`src/rtl/uart_pkg.sv`:
```
// Definitions shared by the UART transmit and receive paths.
package uart_pkg;

  localparam int UART_DATA_BITS = 8;

  typedef enum logic [2:0] {
    IDLE    = 3'd0,
    START   = 3'd1,
    DATA    = 3'd2,
    STOP    = 3'd3,
    RECOVER = 3'd4
  } rx_state_t;

endpackage

```
`src/rtl/rx_bit_timer.sv`:
```
// Receive-side baud counter: free-running count with a synchronous clear,
// flagging the mid-bit and end-of-bit clocks.
module rx_bit_timer #(
  parameter int CLKS_PER_BIT = 10416,
  parameter int CNT_W        = $clog2(CLKS_PER_BIT)
) (
  input  logic clk,
  input  logic reset,
  input  logic clr_i,
  output logic half_tick_o,
  output logic full_tick_o
);

  localparam logic [CNT_W-1:0] HALF_LAST = CNT_W'(CLKS_PER_BIT / 2 - 1);
  localparam logic [CNT_W-1:0] FULL_LAST = CNT_W'(CLKS_PER_BIT - 1);

  logic [CNT_W-1:0] cnt_q;
  logic [CNT_W-1:0] cnt_d;

  // Next count: clear on request, otherwise count up.
  always_comb begin
    if (clr_i) begin
      cnt_d = '0;
    end else begin
      cnt_d = cnt_q + CNT_W'(1);
    end
  end

  // Counter register.
  always_ff @(posedge clk or negedge reset) begin
    if (!reset) begin
      cnt_q <= '0;
    end else begin
      cnt_q <= cnt_d;
    end
  end

  assign half_tick_o = (cnt_q == HALF_LAST);
  assign full_tick_o = (cnt_q == FULL_LAST);

endmodule

```
`src/rtl/uart_rx.sv`:
```
// 8N1 UART receiver: synchroniser, bit-sampling FSM and shift register,
// with one-cycle byte_ready / framing_err strobes.
module uart_rx
  import uart_pkg::*;
#(
  parameter int CLKS_PER_BIT = 10416
) (
  input  logic                      clk,
  input  logic                      reset,
  input  logic                      Rx,
  output logic [UART_DATA_BITS-1:0] data,
  output logic                      byte_ready,
  output logic                      framing_err,
  output logic                      busy
);

  localparam logic [2:0] LAST_IDX = 3'(UART_DATA_BITS - 1);

  logic                      sync1_q;
  logic                      rx_s;
  rx_state_t                 state_q;
  rx_state_t                 state_d;
  logic [2:0]                idx_q;
  logic [UART_DATA_BITS-1:0] shift_q;
  logic [UART_DATA_BITS-1:0] data_q;
  logic                      byte_ready_q;
  logic                      framing_err_q;
  logic                      busy_q;
  logic                      half_tick_s;
  logic                      full_tick_s;
  logic                      data_sample_s;
  logic                      clr_s;

  // Two-flop synchroniser for the asynchronous serial line; idles high.
  always_ff @(posedge clk or negedge reset) begin
    if (!reset) begin
      sync1_q <= 1'b1;
      rx_s    <= 1'b1;
    end else begin
      sync1_q <= Rx;
      rx_s    <= sync1_q;
    end
  end

  // Next state; the bit counter restarts on every state change and per data bit.
  always_comb begin
    state_d       = state_q;
    data_sample_s = 1'b0;
    case (state_q)
      IDLE: begin
        if (!rx_s) state_d = START;
        else       state_d = IDLE;
      end
      START: begin
        if (half_tick_s) state_d = rx_s ? IDLE : DATA;
        else             state_d = START;
      end
      DATA: begin
        if (full_tick_s) begin
          data_sample_s = 1'b1;
          state_d       = (idx_q == LAST_IDX) ? STOP : DATA;
        end else begin
          state_d = DATA;
        end
      end
      STOP: begin
        if (full_tick_s) state_d = rx_s ? IDLE : RECOVER;
        else             state_d = STOP;
      end
      RECOVER: begin
        // A held-low line (break) must go high before a new start is accepted.
        if (rx_s) state_d = IDLE;
        else      state_d = RECOVER;
      end
      default: state_d = IDLE;
    endcase
    clr_s = (state_d != state_q) || data_sample_s;
  end

  rx_bit_timer #(
    .CLKS_PER_BIT(CLKS_PER_BIT)
  ) u_timer (
    .clk        (clk),
    .reset      (reset),
    .clr_i      (clr_s),
    .half_tick_o(half_tick_s),
    .full_tick_o(full_tick_s)
  );

  // FSM state, bit index, shift register and registered outputs.
  always_ff @(posedge clk or negedge reset) begin
    if (!reset) begin
      state_q       <= IDLE;
      idx_q         <= 3'd0;
      shift_q       <= '0;
      data_q        <= '0;
      byte_ready_q  <= 1'b0;
      framing_err_q <= 1'b0;
      busy_q        <= 1'b0;
    end else begin
      state_q       <= state_d;
      busy_q        <= (state_d != IDLE);
      byte_ready_q  <= (state_q == STOP) && full_tick_s && rx_s;
      framing_err_q <= (state_q == STOP) && full_tick_s && !rx_s;
      if ((state_q == STOP) && full_tick_s && rx_s) begin
        data_q <= shift_q;
      end
      if (data_sample_s) begin
        shift_q <= {rx_s, shift_q[UART_DATA_BITS-1:1]};
        idx_q   <= idx_q + 3'd1;
      end else if ((state_d == DATA) && (state_q != DATA)) begin
        idx_q <= 3'd0;
      end
    end
  end

  assign data        = data_q;
  assign byte_ready  = byte_ready_q;
  assign framing_err = framing_err_q;
  assign busy        = busy_q;

endmodule

```
`config.mk`:
```
export PLATFORM = sky130hd
export DESIGN_NAME = uart_rx
export DESIGN_NICKNAME = d
export VERILOG_FILES = /design/src/rtl/uart_pkg.sv /design/src/rtl/rx_bit_timer.sv /design/src/rtl/uart_rx.sv
export SDC_FILE = /design/constraint.sdc
export NUM_CORES = 1
export LEC_CHECK = 0
export ABC_AREA = 1
export BUFFER_PORTS_ARGS = -buffer_cell sky130_fd_sc_hd__buf_2
export CORE_MARGIN = 10
export CORE_UTILIZATION = 40
export DETAILED_ROUTE_END_ITERATION = 12
export PLACE_DENSITY_LB_ADDON = 0.08
export SLEW_MARGIN = 40
export SYNTH_ARGS = -nofsm -noshare
export SYNTH_HDL_FRONTEND = slang
export SYNTH_SLANG_ARGS = --single-unit
export TNS_END_PERCENT = 20
```
`constraint.sdc`:
```
create_clock -name clk -period 3 [get_ports clk]
set_clock_uncertainty 0.05 [all_clocks]
set_input_delay 0.15 -clock clk [delete_from_list [all_inputs] [get_ports clk]]
set_output_delay 0.15 -clock clk [all_outputs]
set_load 0.01 [all_outputs]
```
==> results of run 1 <==
[cell usage after synthesis (2+ instances only)]
library cell,count
nand3_2,3
o21ai_1,2
nand4_1,7
dfstp_2,2
xor2_1,7
o21ai_0,17
ha_1,3
nor2_2,11
buf_2,2
nand3_1,9
dfrtp_1,39
nor2_4,5
inv_1,30
a22o_1,2
inv_2,2
nor2_1,14
nor3_1,4
nand2_1,36
xnor2_1,3
nand2_2,5
[final timing paths]
check                                              endpoint
worst max-delay path                   idx_q[2]$_DFFE_PN0P_
worst min-delay path                         rx_s$_DFF_PN1_
worst max register to register         idx_q[2]$_DFFE_PN0P_
worst min register to register               rx_s$_DFF_PN1_
max in group asynchronous                    rx_s$_DFF_PN1_
min in group asynchronous       u_timer.cnt_q[11]$_DFF_PN0_
[report_power, final]
| group | switching, mW | internal (mW) |
|---|---|---|
| clock | 0.185 | 0.271 |
| sequential | 0.00103 | 0.555 |
| combinational | 0.0117 | 0.00339 |
[cell type report]
type | count | area [um2] | share of cell area [%]
inverters | 32 | 120 | 5.41
clock inverters | 1 | 30.0 | 1.35
repair buffers | 15 | 87.6 | 3.95
clock buffers | 7 | 86.3 | 3.89
flip-flops and latches | 41 | 1030 | 46.4
multi-input cells | 135 | 782 | 35.3
well taps | 67 | 83.8 | 3.78
[metrics by stage]
stage,cells,power (mW),worst slack [ns]
after floorplan,211,0.568,1.29
after global placement,288,0.580,1.10
after detailed placement,288,0.581,1.06
after CTS,298,1.05,1.05
after global routing,298,1.07,0.848
final,298,1.03,1.06
[cells by family (layout without fill, tap and decap cells)]
group	after synthesis	in the layout	share of synthesized area, %
and+or+nand+nor	99	99	27.1
DFF	41	41	52.5
buffers and inverters	35	55	7.66
AOI/OAI and AO/OA	23	23	6.45
xor gates and xnor gates	10	10	4.47
adders and majority gates	3	3	1.91
[state kept, by name, indices dropped and copies added, names as in the netlist]
register,count
framing_err,1
state_q,3
u_timer.cnt_q,14
shift_q,8
idx_q,3
sync1_q,1
data,8
rx_s,1
busy,1
byte_ready,1
[per-layer routing]
layer  wire length, um  up-vias
li1                  -      703
met1              1730      651
met2              1630       23
met3               154        8
met4                76        0
met5                 0        -
[critical path: stages (launching register included)]
cell and delay, ns:
dfrtp_1 0.37, ha_1 0.23, nand3_2 0.17, nor2_4 0.16
nand2_2 0.10, nor2_4 0.32, inv_1 0.10, nand2_1 0.08
inv_1 0.07, a22o_1 0.18
==> reports/qor.txt, run 1 <==
status: finished, final reports clean
worst r2r path cells: 9
Final min period: 1.94 ns
mean post-synth cell area: 9.29 um2
Max H-tree Level: 2
Yosys top cell area share: 49.8%
1st-pass router iterations: 4
# hold bufs at CTS: 2
Detailed Route Iter0 Violations: 63
first-pass GRT wire length: 6530 um
setup TNS: 0 ns
total die area: 8100 um2
worst-margin pin slew: 0.503 ns
FFs w/ async S/R, synth: 100%
initial core utilization: 41.5%
leading area contributor after synthesis: dfrtp_1
Synth Warn #: 0
Cell Rows: 25
most frequent cells in the layout: dfrtp_1, nand2_1, inv_1
hold slack: 0.310 ns
slew margin rel.: 66.5%
routability cong.: 0.816
clk sinks: 41
Clk pin slew, worst setup/hold paths: 0.07 ns
Mapped Cells: 211
GR Overflow Total: 0
Final period util: 64.5%
number of port buffers: 13
final net count: 236
Slew Limit Fails: 0
CTS Buf Count: 5
final hold violation count: 0
R2R Setup Slk: 1.06 ns
worst skew pair latency: 0.29 ns
CP startpoint kind: register
DP HPWL: 2630 um
register area share after synthesis: 52.5%
Cell Area, Placed: 2080 um2
pin count of the biggest net entering global routing: 42
worst setup path start: u_timer.cnt_q[0]$_DFF_PN0_
grt met1 use: 11.7%
final instance area: 2220 um2
Crit Path Category: register to register
CP Capture Type: register
area of the core: 4720 um2
post-synthesis instance area: 1960 um2
DR vias/cell: 4.65
final setup vio count: 0
GR Util met2: 14.9%
Routed Antenna Nets: 0
FMAX: 517 MHz
Area Overhead vs Synth: 13.1%
DR vias: 1385
Primary FF master, synth: dfrtp_1
LEAKAGE: 1.04 nW
syn_nets: 217
peak supply drop: 0.000238 V
Post-CTS Setup Bufs: 0
chip height: 90.0 um
post-DR wirelength/cell: 12.1 um
total wire length: 3590 um
Most Crowded Layer GR: met2
Hold Path Stages: 0
fillers: 459
post-synth cell types: 28
Pwr Density: 463 nW/um2
number of global-route vias before repair: 1362
gr usage total: 9.64%
remaining routing DRC violations: 0
CTS tree: yes
antenna fix cells: 0
worst reg2reg startpoint: u_timer.cnt_q[0]$_DFF_PN0_
die width: 90.0 um
met3 usage: 3.33%
register bit total from synthesis: 41
antenna violations before repair: 0
Hold Path Origin: sync1_q$_DFF_PN1_
worst path required time: 3.13 ns
most common cell after layout, fill and taps aside: dfrtp_1
RSZ-0062 raised after global routing: false
root buffer cell: clkbuf_8
ratio of cells with drive above 1 in the final layout: 22.5%
Ports: 14
Longest Clk Path Bufs: 2
largest cells by area after synthesis: dfrtp_1, nand2_1, inv_1
CP Max Fanout: 19
Max-Cap Viols: 0
Layout Utilization: 47.0%
post_cts resized: 0
Post-synth EDFFs: 0
Hold WC Path Type: register to register
WP data arrival: 2.07 ns
Note: power is estimated with default switching activity, not from simulation.
==> run 2: changes to the inputs <==
- clock period: 3 -> 1.8 ns (I/O delays scaled with it)
==> run 2 against run 1 <==
Die area stayed put; sequential share of layout area shrank 3.8 points; non-clock buffer count rose by 15; critical path type unchanged; cell count rose by 5.4%; clock power increased by 68%; first-iteration DRC count fell by 25%; power is 67% higher; utilization grew 4.3 points; flip-flop and latch count did not move.
==> reports/qor.txt, run 2 (synthesized netlist as in run 1, its figures left out) <==
Place WS: -0.0602 ns
CTS Buf Count: 5
status: finished, final reports clean
die width: 90.0 um
LEAKAGE: 1.14 nW
RSZ-0062 raised after global routing: true
R2R Setup Slk: 0.06 ns
hold slack: 0.307 ns
Max H-tree Level: 2
CP Capture Type: register
Inst Count DP: 298
FMAX: 575 MHz
total wire length: 4060 um
routability cong.: 0.801
Final period util: 96.6%
fillers: 458
antenna violations before repair: 0
area of the core: 4720 um2
number of flip-flops under the largest register name: 14
Routed Antenna Nets: 0
Sw Ratio: 19.6%
CP Max Fanout: 7
worst path required time: 1.93 ns
Slew Limit Fails: 0
total die area: 8100 um2
ratio of cells with drive above 1 in the final layout: 32.0%
peak supply drop: 0.000419 V
CTS tree: yes
post-DR wirelength/cell: 12.9 um
Pwr Density: 711 nW/um2
crit-path leading delay family: simple AND/OR/NAND/NOR gates
CP most frequent cell: nand2_4
gr usage total: 10.5%
pin count of the biggest net entering global routing: 42
worst r2r path cells: 10
slew margin rel.: 65.0%
Ports: 14
remaining routing DRC violations: 0
DP HPWL: 2810 um
Clk pin slew, worst setup/hold paths: 0.08 ns
worst skew pair latency: 0.29 ns
Int Power: 1.38 mW
1st-pass router iterations: 4
sw power: 0.337 mW
Clock power frac: 44.6%
largest register by flop count: u_timer.cnt_q
CP max stage cell: dfrtp_1
first-pass GRT wire length: 7080 um
total power: 1.72 mW
WP data arrival: 1.87 ns
Longest Clk Path Bufs: 2
Hold Path Stages: 0
Final min period: 1.74 ns
combinational share of power: 1.6%
CP startpoint kind: register
sequential power share: 53.8%
most common cell after layout, fill and taps aside: dfrtp_1
root buffer cell: clkbuf_8
final net count: 252
number of port buffers: 13
Cell Rows: 25
Critical Path Stages: 10
final setup vio count: 0
clk sinks: 41
worst-margin pin slew: 0.525 ns
DR vias: 1471
final hold violation count: 0
DR vias/cell: 4.68
initial core utilization: 41.5%
Area Overhead vs Synth: 23.4%
chip height: 90.0 um
number of global-route vias before repair: 1485
crit-path max cell delay: 0.42 ns
final non-filler cell total: 314
Hold WC Path Type: register to register
Crit Path Category: register to register
Max-Cap Viols: 0
most frequent cells in the layout: dfrtp_1, nand2_1, inv_1
CP Cell Sequence: ha_4 > nand3_4 > nor2_4 > nand2_4 > a21oi_4 > nand3_2 > nand2_2 > nand2_4 > nand2_8 > nor2_1
antenna fix cells: 0
Detailed Route Iter0 Violations: 47
PnR worst setup slack: 0.0621 ns
GR Overflow Total: 0
WP buf/inv: 0
run 2: what timing repair did:
| action | in CTS | in global routing |
|---|---|---|
| pin swaps | 2 | 7 |
| setup buffers | 1 | 4 |
| gates resized for setup | 7 | 12 |
| cloned | 1 | 0 |
| hold endpoints to repair | 40 | 0 |
| setup endpoints to repair | 21 | 33 |
| hold buffers | 2 | 0 |
run 2: final timing paths:
| path | start | endpoint |
|---|---|---|
| worst max-delay path | u_timer.cnt_q[0]$_DFF_PN0_ | u_timer.cnt_q[2]$_DFF_PN0_ |
| worst min-delay path | sync1_q$_DFF_PN1_ | rx_s$_DFF_PN1_ |
| worst max register to register | u_timer.cnt_q[0]$_DFF_PN0_ | u_timer.cnt_q[2]$_DFF_PN0_ |
| worst min register to register | sync1_q$_DFF_PN1_ | rx_s$_DFF_PN1_ |
| max in group asynchronous | reset | sync1_q$_DFF_PN1_ |
| min in group asynchronous | reset | u_timer.cnt_q[11]$_DFF_PN0_ |
run 2: worst register-to-register path, delay by kind of cell (launching register included):
family                     cells  cell delay [ns]
AOI/OAI and AO/OA              1             0.17
adders and majority gates      1             0.18
DFF                            1             0.42
and+or+nand+nor                8             0.81
run 2: cell type report:
| cell class | instances | area (um2) | share of cell area [%] |
|---|---|---|---|
| Sequential cell | 41 | 1030 | 42.6 |
| Multi-Input combinational cell | 136 | 872 | 36.0 |
| Timing Repair Buffer | 30 | 198 | 8.17 |
| Inverter | 32 | 120 | 4.96 |
| Clock buffer | 7 | 86.3 | 3.57 |
| Tap cell | 67 | 83.8 | 3.46 |
| Clock inverter | 1 | 30.0 | 1.24 |
run 2: per-layer routing:
metal,GRT usage [%],part of all wire (%)
met5,0,0
met4,4.51,2.0
met3,3.16,3.8
met2,16.7,48
met1,12.8,46
run 2: stage by stage:
step / setup TNS (ns) / util (%) / area, um2
global route: -0.0842 / 51.2 / 2420
global placement: 0 / 45.6 / 2150
CTS: 0 / 49.7 / 2350
floorplan: 0 / - / 1960
finish: 0 / 51.2 / 2420
detailed placement: -0.541 / 45.6 / 2150
run 2: power by group through the flow:
| stage | combinational, mW | sequential (mW) | clock (mW) |
|---|---|---|---|
| 6_report | 0.0268 | 0.926 | 0.767 |
| 5_1_grt | 0.0317 | 0.927 | 0.827 |
| 4_1_cts | 0.0284 | 0.926 | 0.786 |
| 3_5_place_dp | 0.0251 | 0.944 | 0 |
| 3_3_place_gp | 0.0239 | 0.944 | 0 |
| 2_1_floorplan | 0.00210 | 0.944 | 0 |
==> run 3: changes to the inputs <==
- SYNTH_HIERARCHICAL: not set -> 1
==> run 3 against run 2 <==
The flow now finishes with violations (setup timing); maximum frequency down 13%; area after synthesis down 0.51%; non-clock buffer count up 20; via count up 8.7%; clock power down 23%; sequential power about the same; critical path depth up 1; die area down 0.40%; register-to-register slack worse by 0.25 ns.
==> reports/qor.txt, run 3 <==
status: finished, violations left
failing checks: setup timing
GR Overflow Total: 0
Place WS: -0.190 ns
hold slack: 0.309 ns
antenna fix cells: 0
total wire length: 4030 um
Pwr Density: 594 nW/um2
RSZ-0062 raised after global routing: true
Cell Rows: 25
post-synthesis instance area: 1950 um2
FFs w/ async S/R, synth: 100%
sequential power share: 60.0%
Post-synth EDFFs: 0
LEAKAGE: 1.32 nW
Clock power frac: 38.3%
leading area contributor after synthesis: dfrtp_1
final setup vio count: 22
DR vias: 1599
routability cong.: 0.807
Clk pin slew, worst setup/hold paths: 0.08 ns
Int Power: 1.20 mW
Synth Warn #: 6
Sw Ratio: 22.2%
Ports: 14
worst skew pair latency: 0.30 ns
register bit total from synthesis: 41
die width: 89.8 um
pin count of the biggest net entering global routing: 42
final hold violation count: 0
Final min period: 1.99 ns
final net count: 288
clk sinks: 41
Crit Path Category: register to register
first-pass GRT wire length: 6790 um
combinational share of power: 1.7%
Mapped Cells: 227
Max-Cap Viols: 0
Routed Antenna Nets: 0
DP HPWL: 2850 um
Area Overhead vs Synth: 33.1%
gr usage total: 10.0%
most frequent cell after synthesis: nand2_1
CTS Buf Count: 5
sw power: 0.343 mW
antenna violations before repair: 0
total die area: 8070 um2
Yosys top cell area share: 50.0%
area of the core: 4720 um2
largest register by flop count: u_timer/cnt_q
mean post-synth cell area: 8.59 um2
Detailed Route Iter0 Violations: 73
syn_nets: 233
worst-margin pin slew: 0.515 ns
root buffer cell: clkbuf_8
CTS tree: yes
PnR worst setup slack: -0.191 ns
fillers: 464
Max H-tree Level: 2
CP Max Fanout: 4
post-DR wirelength/cell: 11.5 um
chip height: 89.8 um
remaining routing DRC violations: 0
Primary FF master, synth: dfrtp_1
initial core utilization: 41.3%
Longest Clk Path Bufs: 2
most common cell after layout, fill and taps aside: nand2_1
Multi-input gate area: 901 um2
DR vias/cell: 4.57
largest cells by area after synthesis: dfrtp_1, nand2_1, nor2_1
number of flip-flops under the largest register name: 14
number of global-route vias before repair: 1506
Hold WC Path Type: register to register
number of port buffers: 13
Reg area: 1030 um2
ratio of cells with drive above 1 in the final layout: 38.9%
CP startpoint kind: register
Slew Limit Fails: 0
CP Capture Type: register
peak supply drop: 0.000341 V
WP data arrival: 2.16 ns
worst path required time: 1.97 ns
Final period util: 111%
register area share after synthesis: 52.7%
1st-pass router iterations: 4
most frequent cells in the layout: nand2_1, dfrtp_1, buf_4
slew margin rel.: 65.6%
post-synth cell types: 24
Synth top cells by count: nand2_1, dfrtp_1, nor2_1, inv_1, nand3_1
FMAX: 502 MHz
run 3: cell count changes after synthesis, sizes merged:
| cell | before | now |
|---|---|---|
| or2 | 1 | 0 |
| a22o | 2 | 0 |
| inv | 32 | 30 |
| nand3 | 12 | 15 |
| a21oi | 2 | 6 |
| nor2 | 30 | 37 |
| nand2 | 42 | 56 |
| o21ai | 19 | 21 |
| xor2 | 7 | 1 |
| nor3b | 0 | 1 |
| and3 | 1 | 0 |
| xnor2 | 3 | 0 |
run 3: worst paths after layout:
check	slack (ns)	startpoint	end	cells past startpoint
setup reg to reg	-0.19	u_timer/cnt_q[0]$_DFF_PN0_	u_timer/cnt_q[7]$_DFF_PN0_	11
max in group asynchronous	0.99	reset	rx_s$_DFF_PN1_	3
setup / recovery	-0.19	u_timer/cnt_q[0]$_DFF_PN0_	u_timer/cnt_q[7]$_DFF_PN0_	11
hold reg to reg	0.31	sync1_q$_DFF_PN1_	rx_s$_DFF_PN1_	0
min in group asynchronous	0.33	reset	data[0]$_DFFE_PN0P_	3
hold / removal	0.31	sync1_q$_DFF_PN1_	rx_s$_DFF_PN1_	0
run 3: per-layer routing:
metal | vias to the layer above | routed length, um | GRT usage [%]
met2 | 26 | 1830 | 14.8
met4 | 0 | 80 | 5.66
met3 | 7 | 166 | 2.66
met5 | - | 0 | 0
li1 | 837 | - | -
met1 | 729 | 1950 | 12.9
run 3: final cells by class:
type / count / share of cell area, %
flip-flops and latches: 41 / 39.6
well taps: 67 / 3.23
repair buffers: 50 / 14.5
multi-input cells: 153 / 34.7
repair inverters: 1 / 0.241
clock inverters: 2 / 0.386
inverters: 30 / 4.53
clock buffers: 6 / 2.80
run 3: cells by family (layout without fill, tap and decap cells):
| logic type | count (synthesis) | after routing | share of synthesized area (%) |
|---|---|---|---|
| xor gates and xnor gates | 1 | 1 | 0.449 |
| buffers and inverters | 33 | 89 | 7.50 |
| adders and majority gates | 3 | 3 | 1.92 |
| DFF | 41 | 41 | 52.7 |
| AOI/OAI and AO/OA | 27 | 27 | 8.47 |
| and+or+nand+nor | 122 | 122 | 28.9 |
run 3: power by group through the flow:
stage / registers (mW) / logic, mW / clock network [mW]
3_5_place_dp: 0.944 / 0.0243 / 0
6_report: 0.926 / 0.0257 / 0.591
3_3_place_gp: 0.944 / 0.0247 / 0
4_1_cts: 0.926 / 0.0276 / 0.623
5_1_grt: 0.926 / 0.0308 / 0.654
2_1_floorplan: 0.944 / 0.00144 / 0
run 3: what timing repair did:
action / CTS / global route
buffers inserted: 1 / 5
endpoints found under the setup margin: 14 / 35
pin swaps: 1 / 15
hold buffers: 2 / 0
gates resized for setup: 3 / 34
endpoints found under the hold margin: 40 / 0
gates cloned: 0 / 1
run 3: worst max-delay path, cell delays in order (launching register included):
cell and delay (ns):
dfrtp_1 0.39, ha_2 0.21, nand2_4 0.08, nor2_4 0.04, nor3b_4 0.16, buf_4 0.14
nand2_2 0.09, nand3_1 0.08, nor2_1 0.24, nand3_4 0.17, buf_6 0.16, nor3_2 0.10
run 3: through the flow:
step	TNS [ns]	util, %	cell area, um2	power (mW)	cells
floorplan	-0.261	-	1990	0.945	227
global placement	-1.38	49.4	2330	0.969	333
detailed placement	-1.88	49.4	2330	0.968	333
CTS	-1.81	52.0	2450	1.58	344
global route	-5.39	55.0	2600	1.61	350
finish	-2.75	55.0	2600	1.54	350
